<file path="src/rtl/input_line_port_pkg.sv">
// Shared definitions for the input line port: debounce FSM encoding and board defaults.
package input_line_port_pkg;

    localparam int unsigned WIDTH_DEFAULT           = 16;
    // 10 ms at the 50 MHz board clock
    localparam int unsigned DEBOUNCE_CYCLES_DEFAULT = 500000;
    localparam int unsigned CNT_W_DEFAULT           = 20;

    typedef enum logic [1:0] {
        ST_IDLE         = 2'd0,
        ST_WAIT_PRESS   = 2'd1,
        ST_HELD         = 2'd2,
        ST_WAIT_RELEASE = 2'd3
    } deb_state_e;

endpackage : input_line_port_pkg

</file>
<file path="src/rtl/input_line_port_if.sv">
// Processor-facing bus of the input line port.
//   inputLine      : captured word (port -> processor)
//   inputLineValid : word pending  (port -> processor)
//   inputLineRead  : consume strobe (processor -> port)
//   overrun        : sticky press-dropped flag (port -> processor)
interface input_line_port_if
    import input_line_port_pkg::*;
#(
    parameter int unsigned WIDTH = WIDTH_DEFAULT
);

    logic [WIDTH-1:0] inputLine;
    logic             inputLineValid;
    logic             inputLineRead;
    logic             overrun;

    // Port side
    modport master (
        output inputLine,
        output inputLineValid,
        output overrun,
        input  inputLineRead
    );

    // Processor side
    modport slave (
        input  inputLine,
        input  inputLineValid,
        input  overrun,
        output inputLineRead
    );

endinterface : input_line_port_if

</file>
<file path="src/rtl/input_line_port_key_debounce.sv">
// Key debouncer: two-flop synchroniser on the active-low pushbutton, then a
// press/release debounce FSM. Emits a single-cycle press_c for every accepted press.
// Ports:
//   clk, rst : clock, asynchronous active-high reset
//   key_n    : raw pushbutton, active-low, bouncing
//   press_c  : one-cycle accepted-press pulse (combinational from state)
module input_line_port_key_debounce
    import input_line_port_pkg::*;
#(
    parameter int unsigned DEBOUNCE_CYCLES = DEBOUNCE_CYCLES_DEFAULT,
    parameter int unsigned CNT_W           = CNT_W_DEFAULT
) (
    input  logic clk,
    input  logic rst,
    input  logic key_n,
    output logic press_c
);

    logic             key_meta_q;
    logic             key_sync_q;
    deb_state_e       state_q;
    deb_state_e       state_d;
    logic [CNT_W-1:0] cnt_q;
    logic [CNT_W-1:0] cnt_d;
    logic             cnt_last;

    // Synchroniser presets to "released" so reset never looks like a press
    always_ff @(posedge clk or posedge rst) begin
        if (rst) begin
            key_meta_q <= 1'b1;
            key_sync_q <= 1'b1;
        end else begin
            key_meta_q <= key_n;
            key_sync_q <= key_meta_q;
        end
    end

    // State and counter registers
    always_ff @(posedge clk or posedge rst) begin
        if (rst) begin
            state_q <= ST_IDLE;
            cnt_q   <= '0;
        end else begin
            state_q <= state_d;
            cnt_q   <= cnt_d;
        end
    end

    assign cnt_last = (cnt_q == CNT_W'(DEBOUNCE_CYCLES - 1));

    // Next-state, counter and press pulse
    always_comb begin
        state_d = state_q;
        cnt_d   = cnt_q;
        press_c = 1'b0;
        case (state_q)
            ST_IDLE: begin
                if (!key_sync_q) begin
                    state_d = ST_WAIT_PRESS;
                    cnt_d   = '0;
                end
            end
            ST_WAIT_PRESS: begin
                if (key_sync_q) begin
                    state_d = ST_IDLE;
                end else if (cnt_last) begin
                    state_d = ST_HELD;
                    press_c = 1'b1;
                end else begin
                    cnt_d = cnt_q + CNT_W'(1);
                end
            end
            ST_HELD: begin
                if (key_sync_q) begin
                    state_d = ST_WAIT_RELEASE;
                    cnt_d   = '0;
                end
            end
            ST_WAIT_RELEASE: begin
                if (!key_sync_q) begin
                    state_d = ST_HELD;
                end else if (cnt_last) begin
                    state_d = ST_IDLE;
                end else begin
                    cnt_d = cnt_q + CNT_W'(1);
                end
            end
            default: begin
                state_d = ST_IDLE;
                cnt_d   = '0;
            end
        endcase
    end

endmodule : input_line_port_key_debounce

</file>
<file path="src/rtl/input_line_port.sv">
// Input line port: captures the switch word on a debounced key press and holds it
// with a valid flag until the processor consumes it.
// Ports:
//   doubleClk : single clock, all state on rising edge
//   rst       : asynchronous active-high reset
//   sw        : raw switch word (asynchronous)
//   key_n     : raw pushbutton, active-low
//   cpu       : processor bus (inputLine, inputLineValid, inputLineRead, overrun)
module input_line_port
    import input_line_port_pkg::*;
#(
    parameter int unsigned WIDTH           = WIDTH_DEFAULT,
    parameter int unsigned DEBOUNCE_CYCLES = DEBOUNCE_CYCLES_DEFAULT,
    parameter int unsigned CNT_W           = CNT_W_DEFAULT
) (
    input  logic              doubleClk,
    input  logic              rst,
    input  logic [WIDTH-1:0]  sw,
    input  logic              key_n,
    input_line_port_if.master cpu
);

    logic [WIDTH-1:0] sw_meta_q;
    logic [WIDTH-1:0] sw_sync_q;
    logic             press_c;
    logic             read_c;
    logic [WIDTH-1:0] line_q;
    logic [WIDTH-1:0] line_d;
    logic             valid_q;
    logic             valid_d;
    logic             overrun_q;
    logic             overrun_d;

    input_line_port_key_debounce #(
        .DEBOUNCE_CYCLES (DEBOUNCE_CYCLES),
        .CNT_W           (CNT_W)
    ) u_key_debounce (
        .clk     (doubleClk),
        .rst     (rst),
        .key_n   (key_n),
        .press_c (press_c)
    );

    // Switch word synchroniser
    always_ff @(posedge doubleClk or posedge rst) begin
        if (rst) begin
            sw_meta_q <= '0;
            sw_sync_q <= '0;
        end else begin
            sw_meta_q <= sw;
            sw_sync_q <= sw_meta_q;
        end
    end

    // Capture, valid and overrun registers
    always_ff @(posedge doubleClk or posedge rst) begin
        if (rst) begin
            line_q    <= '0;
            valid_q   <= 1'b0;
            overrun_q <= 1'b0;
        end else begin
            line_q    <= line_d;
            valid_q   <= valid_d;
            overrun_q <= overrun_d;
        end
    end

    // A read only counts against a pending word
    assign read_c = cpu.inputLineRead & valid_q;

    // A press refills the slot if it is empty or being emptied this cycle,
    // otherwise the press is dropped and flagged.
    always_comb begin
        line_d    = line_q;
        valid_d   = valid_q;
        overrun_d = overrun_q;
        if (press_c) begin
            if (!valid_q || read_c) begin
                line_d  = sw_sync_q;
                valid_d = 1'b1;
            end else begin
                overrun_d = 1'b1;
            end
        end else if (read_c) begin
            valid_d = 1'b0;
        end
    end

    assign cpu.inputLine      = line_q;
    assign cpu.inputLineValid = valid_q;
    assign cpu.overrun        = overrun_q;

endmodule : input_line_port

</file>
<file path="src/flat_wrapper.sv">
// flat-port wrapper written by rule: the top's interface ports become plain ports
module input_line_port_flat import input_line_port_pkg::*;
#(
    parameter int unsigned WIDTH           = WIDTH_DEFAULT,
    parameter int unsigned DEBOUNCE_CYCLES = DEBOUNCE_CYCLES_DEFAULT,
    parameter int unsigned CNT_W           = CNT_W_DEFAULT
)
  (doubleClk, rst, sw, key_n, cpu_inputLine, cpu_inputLineValid, cpu_overrun, cpu_inputLineRead);
  input_line_port_if #(.WIDTH(WIDTH)) cpu_i ();
  input  logic doubleClk;
  input  logic rst;
  input  logic [WIDTH-1:0] sw;
  input  logic key_n;
  output wire logic [$bits(cpu_i.inputLine)-1:0] cpu_inputLine;
  output wire logic [$bits(cpu_i.inputLineValid)-1:0] cpu_inputLineValid;
  output wire logic [$bits(cpu_i.overrun)-1:0] cpu_overrun;
  input wire logic [$bits(cpu_i.inputLineRead)-1:0] cpu_inputLineRead;
  assign cpu_inputLine = cpu_i.inputLine;
  assign cpu_inputLineValid = cpu_i.inputLineValid;
  assign cpu_overrun = cpu_i.overrun;
  assign cpu_i.inputLineRead = cpu_inputLineRead;
  input_line_port #(.WIDTH(WIDTH), .DEBOUNCE_CYCLES(DEBOUNCE_CYCLES), .CNT_W(CNT_W)) u_core (.doubleClk(doubleClk), .rst(rst), .sw(sw), .key_n(key_n), .cpu(cpu_i));
endmodule
</file>
<file path="config.mk">
export PLATFORM = sky130hd
export DESIGN_NAME = input_line_port_flat
export DESIGN_NICKNAME = d
export VERILOG_FILES = /design/src/rtl/input_line_port_pkg.sv /design/src/rtl/input_line_port_if.sv /design/src/rtl/input_line_port_key_debounce.sv /design/src/rtl/input_line_port.sv /design/src/flat_wrapper.sv
export SDC_FILE = /design/constraint.sdc
export NUM_CORES = 1
export LEC_CHECK = 0
export CAP_MARGIN = 10
export CELL_PAD_IN_SITES_DETAIL_PLACEMENT = 2
export CELL_PAD_IN_SITES_GLOBAL_PLACEMENT = 2
export CORE_UTILIZATION = 40
export DETAILED_ROUTE_END_ITERATION = 10
export PLACE_DENSITY_LB_ADDON = 0.1
export SLEW_MARGIN = 40
export SYNTH_ARGS = -nofsm -noshare
export SYNTH_HDL_FRONTEND = slang
export SYNTH_SLANG_ARGS = --single-unit
export TNS_END_PERCENT = 30
</file>
<file path="constraint.sdc">
create_clock -name doubleClk -period 5.2 [get_ports doubleClk]
set_input_delay 0.52 -clock doubleClk [delete_from_list [all_inputs] [get_ports doubleClk]]
set_output_delay 0.52 -clock doubleClk [all_outputs]
set_load 0.005 [all_outputs]
</file>
==> out/metrics.cfg <==
[outcome]
outcome = complete, no violations

[timing]
final.setup_skew_ns = 0.01033
max_slew_margin = 0.5624
maxSlewViolCount = 0
setup_tns_ns = 0
final_count_of_hold_timing_violations = 0
final_period_minus_worst_setup_slack_ns = 2.347
worstMarginPinSlew_ns = 0.6564
clock.fmax_ghz = 0.4261
setup_viol = 0
final_min_period_over_clock_period = 0.4513
setup_repair_after_global_routing_missed_its_margin = no
whs_ns = 0.3547
final_critical_path_setup_slack_ns = 2.853

[clocking]
tritoncts = yes
post-cts-setup-buffers = 0
clock_sink_count = 74
cts_max_level = 3
cts_made_buffers = 9
cts_resized = 0
ctsRootBufferMaster = sky130_fd_sc_hd__clkbuf_8
clock_latency_ns = 0.34
cts.reportedPaths.clkPinSlew_ns = 0.09
cts.hold.buffers_added = 0
clk_path_buf_depth = 2

[global_routing]
gr-total-overflow = 0
grt_pass1_wl_um = 11090
grt_antenna_before_repair = 0
vias_in_the_first_global_route = 2060
grt_use_total = 0.1988
grt_start_max_net_pins = 75

[routing]
avgViaCountPerCell = 5.368
initialDrtViolationCount = 60
drt-wirelength-per-cell_um = 18.34
detail_route.wirelength_um = 6583
drt.antenna.violating_nets = 0
dr_total_vias = 1927
drt_drc_violations_left = 0
first_pass_detailed_route_iteration_total = 4

[synth]
synthCells = 215
synth_area_um2 = 2874
synthesis.nets = 236
yosysTopAreaCell = sky130_fd_sc_hd__dfrtp_1
synth_seq_area_share = 0.6452
synthArstFlopShare = 1.000
synth_edf_count = 0
ys_warns = 0
synthDistinctLibCells = 44
netlist.area_leader.share = 0.6269
synth_ff_type = sky130_fd_sc_hd__dfrtp_1
synth.area.top_cells = sky130_fd_sc_hd__dfrtp_1 (63%), sky130_fd_sc_hd__mux2_4 (5.2%), sky130_fd_sc_hd__mux2_2 (2.4%)
yosys_register_bits = 74
synth.avg_cell_area_um2 = 13.37

[worst_setup_path]
worst-endpoint-arrival_ns = 2.58
element_type_at_the_critical_path_end = flop
startpoint_type = flop
timing.critical_path.required_ns = 5.43
critical_path_peak_fanout = 16
criticalPathCategory = flop to flop

[pwr]
switching_power_mw = 0.2820
vdd_ir_drop_max_mv = 0.1801
p_clk_frac = 0.398
power.total_mw = 1.083
pwr_density_cell_nw_per_um2 = 307.6
p_int_mw = 0.8010
share_seq_of_total_power = 0.560
swShare = 0.2604
power.share.combinational = 0.043
power.leakage_nw = 1.524

[floorplanning]
die_h_um = 86.77
die-area_um2 = 7528
io-pin-count = 38
start_util = 0.4184
rows = 30
fp.coreArea_um2 = 6869
floorplan.die.width_um = 86.77

[placed_design]
gp_routability_congestion = 0.8027
place.port_buffers = 37
pre_cts_ws_ns = 2.882
post_dp_cell_area_um2 = 3331
dpl.hpwl_um = 4443

[cells_and_area]
post-route-cell-area_um2 = 3521
post_route_cells_drive_above_1_share = 0.1711
finalNetCount = 279
area_growth_from_synthesis_to_layout_pct = 22.51
area.sequential_um2 = 1854
filler_cell_count = 673
antenna-diode-count = 0
multi_input_comb_area_um2 = 940.9

[min_path]
min-delay-path-class = flop to flop

[run]
max_cap_violations = 0

worst paths after layout:
check	slack (ns)	startpoint	to	cells after the start
min in group asynchronous	0.69	rst	u_core.cpu.inputLine[8]$_DFFE_PP0P_	3
max in group asynchronous	4.06	rst	u_core.u_key_debounce.state_q[0]$_DFFE_PP0P_	3
worst max register to register	2.85	u_core.u_key_debounce.state_q[0]$_DFFE_PP0P_	u_core.cpu.inputLine[13]$_DFFE_PP0P_	4
worst min register to register	0.35	u_core.sw_meta_q[10]$_DFF_PP0_	u_core.sw_sync_q[10]$_DFF_PP0_	0
worst max-delay path	2.85	u_core.u_key_debounce.state_q[0]$_DFFE_PP0P_	u_core.cpu.inputLine[13]$_DFFE_PP0P_	4
worst min-delay path	0.35	u_core.sw_meta_q[10]$_DFF_PP0_	u_core.sw_sync_q[10]$_DFF_PP0_	0
logic make-up (layout without fill, tap and decap cells):
| kind of cell | count (synthesis) | after routing | share of synthesized area |
|---|---|---|---|
| flip-flops | 74 | 74 | 0.6452 |
| AND/OR/NAND/NOR | 63 | 63 | 0.1267 |
| AO/OA/AOI/OAI | 44 | 44 | 0.1080 |
| multiplexers | 17 | 17 | 0.07923 |
| buffers and inverters | 14 | 62 | 0.02786 |
| XOR/XNOR | 2 | 2 | 0.008709 |
| adder cells (fa/ha/maj) | 1 | 1 | 0.004353 |
cells in the final DEF (no fill, tap or decap), types with 2 or more instances in the layout:
| cell type | netlist | routed |
|---|---|---|
| sky130_fd_sc_hd__o211ai_1 | 4 | 4 |
| sky130_fd_sc_hd__clkdlybuf4s50_1 | 0 | 37 |
| sky130_fd_sc_hd__and2_1 | 2 | 2 |
| sky130_fd_sc_hd__clkinv_4 | 0 | 2 |
| sky130_fd_sc_hd__clkbuf_8 | 0 | 9 |
| sky130_fd_sc_hd__or3_1 | 5 | 5 |
| sky130_fd_sc_hd__inv_1 | 7 | 6 |
| sky130_fd_sc_hd__o41a_1 | 3 | 3 |
| sky130_fd_sc_hd__and4_1 | 2 | 2 |
| sky130_fd_sc_hd__nor3_1 | 2 | 2 |
| sky130_fd_sc_hd__or4_1 | 6 | 6 |
| sky130_fd_sc_hd__nor4_2 | 2 | 2 |
| sky130_fd_sc_hd__mux2_4 | 10 | 10 |
| sky130_fd_sc_hd__inv_6 | 0 | 3 |
| sky130_fd_sc_hd__nand3_1 | 7 | 7 |
| sky130_fd_sc_hd__dfrtp_1 | 72 | 72 |
| sky130_fd_sc_hd__dfstp_2 | 2 | 2 |
| sky130_fd_sc_hd__o41ai_1 | 2 | 2 |
| sky130_fd_sc_hd__a22o_1 | 2 | 2 |
| sky130_fd_sc_hd__a31o_2 | 2 | 2 |
| sky130_fd_sc_hd__nand2_1 | 15 | 15 |
| sky130_fd_sc_hd__mux2_2 | 6 | 6 |
| sky130_fd_sc_hd__nand4_1 | 5 | 5 |
| sky130_fd_sc_hd__a21o_1 | 2 | 2 |
| sky130_fd_sc_hd__o31ai_1 | 5 | 5 |
| sky130_fd_sc_hd__o21ai_0 | 6 | 6 |
| sky130_fd_sc_hd__nor2_1 | 7 | 7 |
| sky130_fd_sc_hd__inv_8 | 0 | 2 |
| sky130_fd_sc_hd__a21oi_1 | 12 | 12 |
| sky130_fd_sc_hd__and3_1 | 5 | 4 |
state kept, by name, indices dropped and copies added, names as in the netlist, named ones only:
signal / count
u_core.u_key_debounce.cnt_q: 20
u_core.sw_sync_q: 16
u_core.cpu.overrun: 1
u_core.u_key_debounce.key_meta_q: 1
u_core.u_key_debounce.key_sync_q: 1
u_core.cpu.inputLine: 16
u_core.u_key_debounce.state_q: 1
u_core.sw_meta_q: 16
u_core.cpu.inputLineValid: 1
cells in the mapped netlist (all sizes together) (3+ instances only):
| master | count |
|---|---|
| a21oi | 12 |
| and3 | 5 |
| buf | 5 |
| dfrtp | 72 |
| inv | 7 |
| mux2 | 16 |
| nand2 | 15 |
| nand3 | 7 |
| nand4 | 5 |
| nor2 | 7 |
| nor3 | 3 |
| nor4 | 3 |
| o211ai | 4 |
| o21ai | 6 |
| o31ai | 5 |
| o41a | 3 |
| or3 | 5 |
| or4 | 6 |
final cells by class:
type	instances	share of cell area
Timing Repair Buffer	39	0.1105
Clock inverter	7	0.01883
Multi-Input combinational cell	127	0.2672
Inverter	7	0.007463
Tap cell	96	0.03412
Clock buffer	9	0.03518
Sequential cell	74	0.5267
stage by stage:
stage	util	std cells
after detailed placement	0.4849	343
after global routing	0.5126	359
after global placement	0.4842	343
final	0.5126	359
after CTS	0.5126	359
after floorplan	-	215
critical path, stage by stage, from the launching register on:
cell and delay [ns]:
sky130_fd_sc_hd__dfrtp_1 0.65, sky130_fd_sc_hd__inv_1 0.26, sky130_fd_sc_hd__nor4_1 0.37, sky130_fd_sc_hd__and3_2 0.56, sky130_fd_sc_hd__mux2_2 0.40
routing by layer:
metal	wire length, um	track usage	up-vias
li1	-	-	880
met1	2991	0.2594	1005
met2	3290	0.3247	36
met3	231	0.05238	6
met4	70	0.06364	0
met5	0	0	-
power groups by stage:
stage | Sequential (mW) | Clock [mW] | Combinational (mW)
after floorplan | 0.612 | 0 | 0.0237
after global placement | 0.616 | 0 | 0.0461
after detailed placement | 0.618 | 0 | 0.0474
after CTS | 0.607 | 0.447 | 0.0479
after global routing | 0.609 | 0.468 | 0.0519
final | 0.606 | 0.430 | 0.0461
No activity file was read; power rests on OpenSTA's default activity.
